## src/rtl/core_types_pkg.sv

```systemverilog
// Core-wide types and sizing shared by the predictor blocks.
// Return-address-stack geometry lives here so checkpoint logic agrees.
package core_types_pkg;

    localparam int XLEN          = 32;
    localparam int RAS_DEPTH     = 8;
    localparam int LOG_RAS_DEPTH = $clog2(RAS_DEPTH);

    typedef logic [LOG_RAS_DEPTH-1:0] ras_index_t;
    typedef logic [LOG_RAS_DEPTH:0]   ras_count_t;
    typedef logic [XLEN-1:0]          word_t;

    function automatic ras_count_t ras_sat(input ras_count_t c);
        return (c > ras_count_t'(RAS_DEPTH)) ? ras_count_t'(RAS_DEPTH) : c;
    endfunction

endpackage

```

## src/rtl/ras.sv

```systemverilog
// Return address stack: circular flop array with top pointer and
// occupancy; overflow overwrites the oldest entry, underflow is ignored.
module ras
    import core_types_pkg::*;
#(
    parameter int RAS_DEPTH = core_types_pkg::RAS_DEPTH,
    parameter int XLEN      = core_types_pkg::XLEN
) (
    input  logic             CLK,
    input  logic             nRST,
    input  logic             push_valid,
    input  logic [XLEN-1:0]  push_addr,
    input  logic             pop_valid,
    input  logic             restore_valid,
    input  ras_index_t       restore_index,
    input  ras_count_t       restore_count,
    output logic             ret_valid,
    output logic [XLEN-1:0]  ret_target,
    output ras_index_t       ras_index,
    output ras_count_t       ras_count
);

    localparam ras_count_t FULL = ras_count_t'(RAS_DEPTH);

    logic [XLEN-1:0] mem_q [RAS_DEPTH];
    ras_index_t      ptr_q, ptr_d;
    ras_count_t      cnt_q, cnt_d;
    logic            we;
    ras_index_t      wa;

    always_comb begin
        ptr_d = ptr_q;
        cnt_d = cnt_q;
        we    = 1'b0;
        wa    = ptr_q;
        if (restore_valid) begin
            ptr_d = restore_index;
            cnt_d = ras_sat(restore_count);
        end else if (push_valid && pop_valid) begin
            // Return then call: the new address replaces the top in place.
            we    = 1'b1;
            cnt_d = (cnt_q == '0) ? ras_count_t'(1) : cnt_q;
        end else if (push_valid) begin
            we    = 1'b1;
            wa    = ptr_q + ras_index_t'(1);
            ptr_d = wa;
            cnt_d = (cnt_q == FULL) ? FULL : cnt_q + ras_count_t'(1);
        end else if (pop_valid && cnt_q != '0) begin
            ptr_d = ptr_q - ras_index_t'(1);
            cnt_d = cnt_q - ras_count_t'(1);
        end
    end

    always_ff @(posedge CLK or negedge nRST) begin
        if (!nRST) begin
            ptr_q <= '0;
            cnt_q <= '0;
            for (int i = 0; i < RAS_DEPTH; i++) begin
                mem_q[i] <= '0;
            end
        end else begin
            ptr_q <= ptr_d;
            cnt_q <= cnt_d;
            if (we) begin
                mem_q[wa] <= push_addr;
            end
        end
    end

    assign ret_valid  = (cnt_q != '0);
    assign ret_target = mem_q[ptr_q];
    assign ras_index  = ptr_q;
    assign ras_count  = cnt_q;

endmodule
```

## config.mk

```make
export PLATFORM = sky130hd
export DESIGN_NAME = ras
export DESIGN_NICKNAME = d
export VERILOG_FILES = /design/src/rtl/core_types_pkg.sv /design/src/rtl/ras.sv
export SDC_FILE = /design/constraint.sdc
export NUM_CORES = 1
export LEC_CHECK = 0
export CAP_MARGIN = 20
export CORE_ASPECT_RATIO = 0.6
export CORE_MARGIN = 5
export CORE_UTILIZATION = 55
export DETAILED_ROUTE_END_ITERATION = 10
export MAX_ROUTING_LAYER = met4
export PLACE_DENSITY = 0.75
export RECOVER_POWER = 50
export SLEW_MARGIN = 30
export SYNTH_ARGS = -nofsm -noshare
export SYNTH_HDL_FRONTEND = slang
export SYNTH_SLANG_ARGS = --single-unit
```

## constraint.sdc

```tcl
create_clock -name CLK -period 6.3 [get_ports CLK]
set_clock_uncertainty 0.1 [all_clocks]
set_input_delay 1.575 -clock CLK [delete_from_list [all_inputs] [get_ports CLK]]
set_output_delay 1.575 -clock CLK [all_outputs]
set_load 0.05 [all_outputs]
```

==> flow_metrics.env <==
export IMPL_antenna_found_initial=2
export IMPL_synthFlopType="dfrtp_1"
export IMPL_worstPathMaxFanout=31
export IMPL_cts_resized=0
export IMPL_slew_violations=179
export IMPL_critPathMaxStageDelay_ps=710
export IMPL_status="complete, but fails checks"
export IMPL_die_area_mm2=0.0253
export IMPL_synth_area_leaders="dfrtp_1 54%, mux2_2 24%, mux4_2 12%"
export IMPL_ir_drop_mv=0.264
export IMPL_rr_startpoint="ras_index[1]"
export IMPL_fp_dieH_um=125
export IMPL_ctsRootBufferMaster="clkbuf_16"
export IMPL_yosys_area_top_type="dfrtp_1"
export IMPL_timing_fmax_ghz=0.196
export IMPL_power_frac_clock_pct=23.3
export IMPL_period_minus_slack_ps=5110
export IMPL_wl_um=26700
export IMPL_wire_per_inst_um=23.5
export IMPL_path_buf_inv=3
export IMPL_grt_overflow_total=0
export IMPL_synth_top_area_share_pct=54.1
export IMPL_switchingPower_w=0.00231
export IMPL_synth_cell_types=50
export IMPL_hp_start="mem_q[10]"
export IMPL_place_area_mm2=0.0132
export IMPL_grt_pass1_vias=7877
export IMPL_fillers=1474
export IMPL_holdBufCountCts=0
export IMPL_cell_internal_pwr_w=0.00495
export IMPL_critical_path_top_delay_family="buffers and inverters"
export IMPL_critPathLaunchType="register"
export IMPL_synthTopCellsByCount="263 x dfrtp_1, 254 x mux2_2, 64 x mux4_2"
export IMPL_clockBufferDepth=3
export IMPL_rsz0062_at_grt="false"
export IMPL_crit_path_cell_trace="buf_16 -> buf_4 -> mux4_2 -> mux2_2 -> clkdlybuf4s50_1"
export IMPL_seq_area_frac_synth_pct=54.1
export IMPL_crit_slowest_cell="clkdlybuf4s50_1"
export IMPL_min_to="mem_q[10]"
export IMPL_setup_worst_path_end_class="output pin"
export IMPL_cts_inserted_buffers=26
export IMPL_async_flop_share_pct=100
export IMPL_slew_headroom_pct=-58.7
export IMPL_switching_share_pct=31.8
export IMPL_port_buffers=83
export IMPL_finalInstanceArea_mm2=0.0142
export IMPL_violations="max-capacitance violations, max-slew violations"
export IMPL_gp_congestion=0.813
export IMPL_die_w_um=202
export IMPL_grt_max_degree=137
export IMPL_drc_errors=0
export IMPL_final_nets=875
export IMPL_seqPwrFrac_pct=41.1
export IMPL_worstHoldPathCells=1
export IMPL_area_growth_pct=16.9
export IMPL_setup_violations=0
export IMPL_p_comb_share_pct=35.6
export IMPL_timing_rr_end="mem_q[139]"
export IMPL_hpwl_um=16200
export IMPL_leakage_nw=5.94
export IMPL_synth_most_common_cell="dfrtp_1"
export IMPL_grt_use_total_pct=22.4
export IMPL_tns_ps=0
export IMPL_htreeDepth=1
export IMPL_synthesis_nets=800
export IMPL_cts_sinks=263
export IMPL_postCtsSetupBuffers=0
export IMPL_hp_class="reg -> reg"
export IMPL_grt_pass1_wl_um=44300
export IMPL_yosys_register_bits=263
export IMPL_cp_required_ps=4620
export IMPL_clk_pin_slew_ps=70
export IMPL_synthesis_area_mm2=0.0122
export IMPL_worst_r2r_setup_slack_ps=2570
export IMPL_cap_violations=2
export IMPL_power_density_mw_per_mm2=510
export IMPL_worst_skew_pair_late_latency_ps=520
export IMPL_core_mm2=0.0219
export IMPL_cts_tree="built"
export IMPL_final_hold_violation_count=0
export IMPL_crit_type="reg -> out"
export IMPL_post_route_period_util_pct=81.2
export IMPL_rows=42
export IMPL_drtIter0Drc=341
export IMPL_floorplan_initialDensity_pct=55.5
export IMPL_ant_nets=0
export IMPL_via_count=6879
export IMPL_tightest_slew_ps=2380
export IMPL_worst_r2r_cell_count=6
export IMPL_viasPerCell=6.06
export IMPL_syn_inst=752
export IMPL_synth_edff_count=0
export IMPL_top_level_ports=84
export IMPL_avgSynthCellArea_um2=16.2
export IMPL_synth_warnings=0
export IMPL_power_w=0.00726
export IMPL_critPathArrivalTime_ps=3440
export IMPL_drive_gt1_share_pct=45.9
export IMPL_dr_pass1_iters=5
==> state kept, by name, indices dropped and copies added, names as in the netlist <==
| register | flops |
|---|---|
| mem_q | 256 |
| ras_count | 4 |
| ras_index | 3 |
==> power by group through the flow <==
stage / Combinational [W] / Sequential [W] / Clock (W)
2_1_floorplan: 0.00197 / 0.00281 / 0
3_3_place_gp: 0.00246 / 0.00296 / 0
3_5_place_dp: 0.00256 / 0.00304 / 0
4_1_cts: 0.00257 / 0.00301 / 0.00173
5_1_grt: 0.00275 / 0.00308 / 0.00180
6_report: 0.00258 / 0.00298 / 0.00169
==> metal layers <==
layer / routed length, um / GRT usage (%) / part of all wire (%) / vias up
li1: - / - / - / 2996
met4: 303 / 3.86 / 1.1 / 0
met3: 1170 / 3.88 / 4.4 / 25
met2: 12600 / 34.0 / 47 / 155
met5: 0 / - / 0 / -
met1: 12600 / 32.6 / 47 / 3703
==> worst max path at each step <==
stage | start | to | depth (start not counted)
after CTS | ras_index[0] | ret_target[19] | 4
final | ras_index[0] | ret_target[19] | 5
after global routing | nRST | mem_q[222] | 3
after floorplan | ras_index[0] | ret_target[0] | 5
after detailed placement | ras_index[0] | ret_target[19] | 4
after global placement | ras_index[0] | ret_target[19] | 4
==> area by class of cell <==
cell class                 instances  area [um^2]  share of cell area [%]
sequential                       263         6590                    46.3
multi-input combinational        433         5310                    37.4
timing repair buffer              96          982                    6.91
clock buffer                      34          752                    5.29
tap                              286          358                    2.52
clock inverter                    14          195                    1.37
inverter                           7         26.3                   0.185
antenna                            2         5.00                  0.0352
==> layout by cell type (no fill, tap or decap), types with 4 or more instances in the layout <==
| master | instances |
|---|---|
| ha_1 | 4 |
| buf_4 | 9 |
| mux2_1 | 35 |
| dlygate4sd3_1 | 6 |
| bufinv_16 | 5 |
| clkdlybuf4s50_1 | 76 |
| nand2b_1 | 4 |
| nor2_1 | 5 |
| clkbuf_16 | 27 |
| xnor2_1 | 4 |
| mux2_2 | 254 |
| clkbuf_8 | 5 |
| dfrtp_1 | 260 |
| a21oi_1 | 5 |
| clkinv_2 | 9 |
| nand2_1 | 9 |
| mux4_2 | 64 |
| inv_1 | 7 |
==> through the flow <==
stage          worst slack [ps]  instances  hold slack [ps]  utilization [%]
3_5_place_dp               1500       1082              373             60.4
4_1_cts                     923       1130              388             64.7
5_1_grt                     519       1135              394             64.9
2_1_floorplan              2240        752              353                -
3_3_place_gp               1500       1082              363             60.3
6_report                   1190       1135              382             64.9
==> worst register-to-register path: cells and delay by family, from the launching register on <==
kind                     cells  cell delay, ps
buffers and inverters        2             800
multiplexers                 2             560
AND/OR/NAND/NOR              1             990
flip-flops                   1             720
adder cells (fa/ha/maj)      1             440
==> logic make-up after synthesis <==
family / Yosys count / synth area share, %
AND/OR/NAND/NOR: 39 / 2.01
buffers and inverters: 56 / 2.39
flip-flops: 263 / 54.1
adder cells (fa/ha/maj): 4 / 0.411
AO/OA/AOI/OAI: 31 / 2.04
XOR/XNOR: 5 / 0.360
multiplexers: 354 / 38.7
Power figures use the tool's default switching activity.
